`src/rtl/alu_pkg.sv`:
```
// Shared definitions for the sequential ALU: opcodes, FSM states and flag bit positions.
package alu_pkg;

    localparam logic [2:0] ALU_ADD  = 3'b000;
    localparam logic [2:0] ALU_SUB  = 3'b001;
    localparam logic [2:0] ALU_OR   = 3'b010;
    localparam logic [2:0] ALU_NAND = 3'b011;
    localparam logic [2:0] ALU_SHL  = 3'b100;
    localparam logic [2:0] ALU_SHR  = 3'b101;
    localparam logic [2:0] ALU_ASR  = 3'b110;
    localparam logic [2:0] ALU_MUL  = 3'b111;

    typedef enum logic [0:0] {
        S_IDLE,
        S_MUL_RUN
    } alu_state_e;

    localparam int unsigned FLAG_N = 0;
    localparam int unsigned FLAG_Z = 1;
    localparam int unsigned FLAG_C = 2;
    localparam int unsigned FLAG_V = 3;

endpackage

```
`src/rtl/seq_alu_mul.sv`:
```
// Iterative shift-add unsigned multiplier; one multiplier bit per cycle, WIDTH cycles per product.
module seq_alu_mul #(
    parameter int unsigned WIDTH = 8
) (
    input  logic                 clk,
    input  logic                 resetn,
    input  logic                 go,
    input  logic [WIDTH-1:0]     a,
    input  logic [WIDTH-1:0]     b,
    output logic                 busy,
    output logic                 done,
    output logic [2*WIDTH-1:0]   prod
);

    localparam int unsigned CntW = $clog2(WIDTH);

    logic [2*WIDTH-1:0] mcand_q, mcand_d;
    logic [WIDTH-1:0]   mplier_q, mplier_d;
    logic [2*WIDTH-1:0] acc_q, acc_d;
    logic [CntW-1:0]    cnt_q, cnt_d;
    logic               busy_q, busy_d;
    logic [2*WIDTH-1:0] acc_step;
    logic               last;

    always_comb begin
        acc_step = acc_q + (mplier_q[0] ? mcand_q : '0);
        last     = busy_q && (cnt_q == CntW'(WIDTH - 1));
        mcand_d  = mcand_q;
        mplier_d = mplier_q;
        acc_d    = acc_q;
        cnt_d    = cnt_q;
        busy_d   = busy_q;
        if (busy_q) begin
            acc_d    = acc_step;
            mcand_d  = mcand_q << 1;
            mplier_d = mplier_q >> 1;
            cnt_d    = cnt_q + 1'b1;
            if (last) begin
                busy_d = 1'b0;
            end
        end else if (go) begin
            mcand_d  = {{WIDTH{1'b0}}, a};
            mplier_d = b;
            acc_d    = '0;
            cnt_d    = '0;
            busy_d   = 1'b1;
        end
    end

    always_ff @(posedge clk) begin
        if (!resetn) begin
            mcand_q  <= '0;
            mplier_q <= '0;
            acc_q    <= '0;
            cnt_q    <= '0;
            busy_q   <= 1'b0;
        end else begin
            mcand_q  <= mcand_d;
            mplier_q <= mplier_d;
            acc_q    <= acc_d;
            cnt_q    <= cnt_d;
            busy_q   <= busy_d;
        end
    end

    // done/prod describe the final iteration so the parent can register the product that same edge.
    assign busy = busy_q;
    assign done = last;
    assign prod = acc_step;

endmodule

```
`src/rtl/seq_alu.sv`:
```
// Registered WIDTH-generic ALU with start/busy/done handshake, N/Z/C/V flags and iterative multiply.
module seq_alu
    import alu_pkg::*;
#(
    parameter int unsigned WIDTH = 8,
    parameter int unsigned SHW   = $clog2(WIDTH) + 1
) (
    input  logic             clk,
    input  logic             resetn,
    input  logic             start,
    input  logic [2:0]       op,
    input  logic [WIDTH-1:0] a,
    input  logic [WIDTH-1:0] b,
    output logic             busy,
    output logic             done,
    output logic [WIDTH-1:0] result,
    output logic [WIDTH-1:0] result_hi,
    output logic             n_flag,
    output logic             z_flag,
    output logic             c_flag,
    output logic             v_flag
);

    localparam logic [WIDTH-1:0] WidthVal = WIDTH'(WIDTH);
    localparam int unsigned      Msb      = WIDTH - 1;

    alu_state_e       state_q, state_d;
    logic [WIDTH-1:0] result_q, result_d;
    logic [WIDTH-1:0] result_hi_q, result_hi_d;
    logic [3:0]       flags_q, flags_d;
    logic             done_q, done_d;

    logic               mul_go, mul_busy, mul_done;
    logic [2*WIDTH-1:0] mul_prod;

    logic [WIDTH:0]     sum, diff;
    logic [SHW-1:0]     shamt;
    logic               shift_over;
    logic [WIDTH-1:0]   alu_res;
    logic               alu_c, alu_v;

    seq_alu_mul #(
        .WIDTH (WIDTH)
    ) u_mul (
        .clk    (clk),
        .resetn (resetn),
        .go     (mul_go),
        .a      (a),
        .b      (b),
        .busy   (mul_busy),
        .done   (mul_done),
        .prod   (mul_prod)
    );

    // Single-cycle datapath; b is the full shift amount, low SHW bits suffice once b < WIDTH.
    always_comb begin
        sum        = {1'b0, a} + {1'b0, b};
        diff       = {1'b0, a} - {1'b0, b};
        shamt      = b[SHW-1:0];
        shift_over = (b >= WidthVal);
        alu_res    = '0;
        alu_c      = 1'b0;
        alu_v      = 1'b0;
        case (op)
            ALU_ADD: begin
                alu_res = sum[WIDTH-1:0];
                alu_c   = sum[WIDTH];
                alu_v   = (a[Msb] == b[Msb]) && (alu_res[Msb] != a[Msb]);
            end
            ALU_SUB: begin
                alu_res = diff[WIDTH-1:0];
                alu_c   = ~diff[WIDTH];
                alu_v   = (a[Msb] != b[Msb]) && (alu_res[Msb] != a[Msb]);
            end
            ALU_OR:   alu_res = a | b;
            ALU_NAND: alu_res = ~(a & b);
            ALU_SHL:  alu_res = shift_over ? '0 : (a << shamt);
            ALU_SHR:  alu_res = shift_over ? '0 : (a >> shamt);
            ALU_ASR:  alu_res = shift_over ? {WIDTH{a[Msb]}} : WIDTH'($signed(a) >>> shamt);
            default:  alu_res = '0;
        endcase
    end

    always_comb begin
        state_d     = state_q;
        result_d    = result_q;
        result_hi_d = result_hi_q;
        flags_d     = flags_q;
        done_d      = 1'b0;
        mul_go      = 1'b0;
        case (state_q)
            S_IDLE: begin
                if (start) begin
                    if (op == ALU_MUL) begin
                        mul_go  = 1'b1;
                        state_d = S_MUL_RUN;
                    end else begin
                        result_d        = alu_res;
                        result_hi_d     = '0;
                        flags_d[FLAG_N] = alu_res[Msb];
                        flags_d[FLAG_Z] = (alu_res == '0);
                        flags_d[FLAG_C] = alu_c;
                        flags_d[FLAG_V] = alu_v;
                        done_d          = 1'b1;
                    end
                end
            end
            S_MUL_RUN: begin
                if (mul_done) begin
                    result_d        = mul_prod[WIDTH-1:0];
                    result_hi_d     = mul_prod[2*WIDTH-1:WIDTH];
                    flags_d[FLAG_N] = mul_prod[Msb];
                    flags_d[FLAG_Z] = (mul_prod == '0);
                    flags_d[FLAG_C] = (mul_prod[2*WIDTH-1:WIDTH] != '0);
                    flags_d[FLAG_V] = (mul_prod[2*WIDTH-1:WIDTH] != '0);
                    done_d          = 1'b1;
                    state_d         = S_IDLE;
                end
            end
            default: state_d = S_IDLE;
        endcase
    end

    always_ff @(posedge clk) begin
        if (!resetn) begin
            state_q     <= S_IDLE;
            result_q    <= '0;
            result_hi_q <= '0;
            flags_q     <= '0;
            done_q      <= 1'b0;
        end else begin
            state_q     <= state_d;
            result_q    <= result_d;
            result_hi_q <= result_hi_d;
            flags_q     <= flags_d;
            done_q      <= done_d;
        end
    end

    assign busy      = (state_q == S_MUL_RUN) && mul_busy;
    assign done      = done_q;
    assign result    = result_q;
    assign result_hi = result_hi_q;
    assign n_flag    = flags_q[FLAG_N];
    assign z_flag    = flags_q[FLAG_Z];
    assign c_flag    = flags_q[FLAG_C];
    assign v_flag    = flags_q[FLAG_V];

endmodule

```
`config.mk`:
```
export PLATFORM = sky130hd
export DESIGN_NAME = seq_alu
export DESIGN_NICKNAME = d
export VERILOG_FILES = /design/src/rtl/alu_pkg.sv /design/src/rtl/seq_alu_mul.sv /design/src/rtl/seq_alu.sv
export SDC_FILE = /design/constraint.sdc
export NUM_CORES = 1
export LEC_CHECK = 0
export ABC_AREA = 1
export CAP_MARGIN = 40
export CORE_MARGIN = 5
export CORE_UTILIZATION = 55
export CTS_CLUSTER_SIZE = 28
export DETAILED_ROUTE_END_ITERATION = 7
export PLACE_DENSITY_LB_ADDON = 0.05
export SLEW_MARGIN = 5
export SYNTH_ARGS = -nofsm -noshare
export SYNTH_HDL_FRONTEND = slang
export SYNTH_SLANG_ARGS = --single-unit
```
`constraint.sdc`:
```
create_clock -name clk -period 3.1 [get_ports clk]
set_input_delay 0.62 -clock clk [delete_from_list [all_inputs] [get_ports clk]]
set_output_delay 0.62 -clock clk [all_outputs]
set_load 0.01 [all_outputs]
```
* Word level (Yosys, flattened, before mapping)
Cells that the tools add are included.
Operators by class: add/sub/neg operators 4, $lt $le $gt $ge 1, eq/ne operators 15, shifts and indexed selects 3, muxes and demuxes 38, bitwise operators 6, reductions and logical operators 11
Operator list (count):
- $mux 16 | 5
- $mux 8 | 9
- $pmux 8 s7 | 1
- $pmux 8 s2 | 2
- $add 16x16->16 | 1
- $logic_not 16->1 | 1
- $eq 3x3->1 const B | 5
- $mux 7 | 2
- $mux 4 | 3
- $add 8x8->9 | 1
- $mux 1 | 9
- $sub 8x8->9 | 1
- $and 8x8->8 | 1
- $ge 8x4->1 const B | 1
- $logic_not 8->1 | 1
- $not 8->8 | 1
- $or 8x8->8 | 1
- $pmux 1 s2 | 4
- $pmux 4 s2 | 1
- $reduce_bool 8->1 | 1
- $shl 8x4->8 | 1
- $shr 8x4->8 | 1
- $sshr 8x4->8 | 1
- $eq 3x2->1 const B | 2
- other kinds (13) | 22
Storage, ports and cells: bits in registers 66, logic and storage cells 90

* Depth between registers and ports, before layout
depth in word-level cells 7, mapped depth 20

* Modules after synthesis
Synthesis repeated with hierarchy kept, for this count alone.
Second synthesis, totals: cell total of the unflattened synthesis 915, area total of the unflattened synthesis 5571.6 µm²
By module, submodules not included:
- seq_alu_mul | times used 1, cells each 446, area each 2827.7 µm²
- seq_alu | times used 1, cells each 469, area each 2743.9 µm²

* Worst setup path before layout
No wires, ideal clock.
path kind flip-flop to flip-flop, start point reg u_mul.mplier_q[0], end point reg flags_q[2], library setup time 120 ps, arrival time 2104 ps, data required time 2980 ps, setup slack 877 ps, stages on the path, launching flop included 18, path buffers 2, path through dfxtp_1 clkbuf_1 clkbuf_1 nand2_1 inv_1 ha_1 nand2_1 inv_1 a21oi_1 nand2_1 nand2_1 nand3b_1 nand2_1 nand2_1 nor2_1 nand2_1 nand2_1 a21oi_1
Between the ends: cells in the longest elaborated chain, start to end 5
RTL lines:
- start: declaration | line seq_alu_mul.sv:18 | logic [WIDTH-1:0] mplier_q, mplier_d;
- start signal: assignment | line seq_alu_mul.sv:59 | mplier_q <= mplier_d;
- $mux 16 | line seq_alu_mul.sv:26 | acc_step = acc_q + (mplier_q[0] ? mcand_q : '0);
- $add 16x16->16 | line seq_alu_mul.sv:26
- $reduce_bool 8->1 | line seq_alu.sv:114 | flags_d[FLAG_C] = (mul_prod[2*WIDTH-1:WIDTH] != '0);
- $mux 4 | line seq_alu.sv:109 | if (mul_done) begin
- $pmux 4 s2 | line seq_alu.sv:91 | case (state_q)
- end signal: assignment | line seq_alu.sv:135 | flags_q <= flags_d;
- end: declaration | line seq_alu.sv:30 | logic [3:0] flags_q, flags_d;
No other way between the ends. The select of a mux whose other input is x is not followed. A chain may end at the register's enable or synchronous reset.

* Worst setup path after layout
start point in a[0], end point reg flags_q[2]
Between the ends: cells in the longest elaborated chain, start to end 6, elaborated cells between the ends (all ways) 7, classes of those cells 2 x add/sub; 4 x mux; 1 x bitwise
RTL lines:
- start: declaration | line seq_alu.sv:12 | input logic [WIDTH-1:0] a,
- $sub 8x8->9 | line seq_alu.sv:58 | diff = {1'b0, a} - {1'b0, b};
- $not 1->1 | line seq_alu.sv:72 | alu_c = ~diff[WIDTH];
- $pmux 1 s2 * | line seq_alu.sv:64 | case (op)
- $mux 4 * | line seq_alu.sv:94 | if (op == ALU_MUL) begin
- $mux 4 * | line seq_alu.sv:93 | if (start) begin
- $pmux 4 s2 * | line seq_alu.sv:91
Every way passes the cells marked *; elsewhere a longest branch is shown, timed or not. The select of a mux whose other input is x is not followed.

==> results.cfg <==
[outcome]
status = complete, no violations

[floorplanning]
start_util_pct = 56.17
die-height_um = 109.9
die-area_um2 = 12080
core_um2 = 9774
io_pins = 44
die_x_um = 109.9
rows = 36

[drt]
met2_wirelength_um = 7639
m1WireLength_um = 8136
drc = 0
firstDrtPassIters = 5
wl_met3_um = 1964
routed_via_density = 5.661
drt_iter0_drc = 648
finalWirelength_um = 18310
drt-wirelength-per-cell_um = 16.42
vias = 6312
top_layer = met5
drtAntennaViolNets = 0

[sta]
whs_ps = 464.8
setup_viol = 0
finalHoldViolations = 0
tns_ps = 0
post-route-worst-setup-slack_ps = 396.1
maxSlewViolCount = 0
fmaxAchievable_mhz = 369.8
finalCriticalPeriod_ps = 2704
rsz0062_at_grt = no
skew_ps = 15.28
period_share_pct = 87.22
tightest_slew_ps = 467.4
maxSlewHeadroom_pct = 68.84

[placed_design]
gp_congestion = 1.084
place_hpwl_um = 14540
port_buffers = 43
dp_slack_ps = 95.66
dp.cells = 1100
placed_area_um2 = 6190

[global_routing]
grt_pass1_vias = 6058
antenna_found_initial = 1
grt_pass1_wl_um = 29680
grtUsageTotal_pct = 31.52
grt_overflow = 0
grt_max_degree = 42

[pwr]
powerDensity_nw_per_um2 = 336.1
leakage_nw = 3.285
peakVddDrop_mv = 0.3182
total_power_mw = 2.152

[worst_setup_path]
crit_arrival_ps = 2940
path_class = input pin to flop
setup.worst_path.start_class = input pin
cp_max_fo = 3
critPathCaptureType = flop
worst_ep_required_time_ps = 3330

[synthesis]
synth_edf_count = 0
synth_cell_types = 42
yosysSeqAreaShare_pct = 23.70
synth_ff_type = dfxtp_1
syn_inst = 919
synth_top_cell_by_area = dfxtp_1
synth.ff_latch_count = 65
yosys-top-cells-area = dfxtp_1 24%, nand2_1 21%, ha_1 9.6%
postSynthAreaPerCell_um2 = 5.974
syn_area_um2 = 5490
synth_nets = 986
ys_warn_count = 0
yosysTopAreaCellShare_pct = 23.70
async_flop_share_pct = 0

[finish]
antenna_cells = 0
drive_above_1_share_pct = 7.637
fin_util_pct = 65.49
nNetsFinal = 1045
layout.cells.non_filler = 1115
fillCellCount = 933
design_area_um2 = 6401
syn_to_final_growth_pct = 16.59

[clocking]
clkLatencyLatePin_ps = 360
cts_hold_buffers = 0
cts_buffers = 9
htreeDepth = 3
cts.sinks = 65
cts_tree = yes
clk_path_buf_depth = 2
post_cts_buffers = 0
path_clk_slew_ps = 60
cts_root_buf = clkbuf_8

[job]
cap_violations = 0

[hold_path]
hp-class = flop to flop
-- what timing repair did --
item,4_1_cts,5_1_grt
endpoints found under the hold margin,0,0
endpoints found under the setup margin,0,3
gates resized for setup,0,1
-- registers in the layout (all words and copies together), names as in the netlist --
register,count
done,1
flags_q,4
result,7
result_hi,8
state_q,1
u_mul.acc_q,16
u_mul.busy,1
u_mul.cnt_q,3
u_mul.mcand_q,16
u_mul.mplier_q,8
-- power breakdown --
| part | internal, mW | total (mW) | switching (mW) |
|---|---|---|---|
| Sequential | 0.854 | 0.867 | 0.0132 |
| Combinational | 0.181 | 0.492 | 0.311 |
| Clock | 0.470 | 0.792 | 0.323 |
| Total | 1.50 | 2.15 | 0.647 |
-- path summary, 6_finish.rpt --
path                            depth (start not counted)                          end  slack (ps)                      startpoint
worst min-delay path                                    2  u_mul.cnt_q[2]$_SDFFE_PN0P_         460     u_mul.cnt_q[2]$_SDFFE_PN0P_
worst max-delay path                                   12      flags_q[2]$_SDFFE_PN0P_         400                            a[0]
worst max register to register                         17      flags_q[1]$_SDFFE_PN0P_         410  u_mul.mplier_q[0]$_SDFFE_PN0P_
worst min register to register                          2  u_mul.cnt_q[2]$_SDFFE_PN0P_         460     u_mul.cnt_q[2]$_SDFFE_PN0P_
-- layout make-up --
cell class                      count  area, µm²  share of cell area (%)
Clock buffer                       12      145.1                   2.267
Clock inverter                      3      65.06                   1.016
Inverter                          126      475.5                   7.428
Multi-Input combinational cell    699       3561                   55.63
Sequential cell                    65       1303                   20.35
Tap cell                          133      166.4                   2.600
Timing Repair Buffer               77      685.7                   10.71
-- layer usage --
layer | up-vias | global-route usage, %
met5 | - | 0
met4 | 2 | 11.04
met3 | 57 | 8.632
met2 | 344 | 46.45
met1 | 2832 | 43.99
li1 | 3077 | -
-- critical path, cell delays in order --
cell             delay [ps]
clkdlybuf4s50_1         490
ha_1                    280
fa_1                    400
buf_4                   160
nand3_1                 180
nand3_1                 100
nand2_1                  90
a21oi_1                  60
o21ai_0                 240
nand2_1                 100
a21oi_1                 130
a21oi_1                  80
-- synthesized netlist by cell type, types with 5 or more instances --
cell,number
nand2_1,306
inv_1,119
nand3_1,103
nor2_1,69
dfxtp_1,65
a21oi_1,56
ha_1,42
o21ai_0,41
clkbuf_1,12
nand4_1,11
buf_2,10
a31oi_1,7
nor3_1,7
o22ai_1,7
inv_2,6
o211ai_1,5
xor2_1,5
-- kinds of logic (layout without fill, tap and decap cells) --
logic type	after synthesis	count (layout)	synth area share (%)
compound gates	125	125	12.42
xor+xnor	7	7	1.117
fa+ha+maj	45	45	10.67
buf+inv	155	218	11.44
flops	65	65	23.70
simple gates	522	522	40.66
-- cells in the final DEF (no fill, tap or decap), drive strengths merged, types with 5 or more instances in the layout --
cell             n
a31oi            7
clkdlybuf4s50   43
clkbuf          12
xor2             5
nor3             7
o211ai           5
nor2            76
buf             34
a21oi           57
nand3          106
inv            126
o22ai            7
o21ai           42
dfxtp           65
nand2          309
ha              42
nand4           13
No activity file was read; power rests on OpenSTA's default activity.
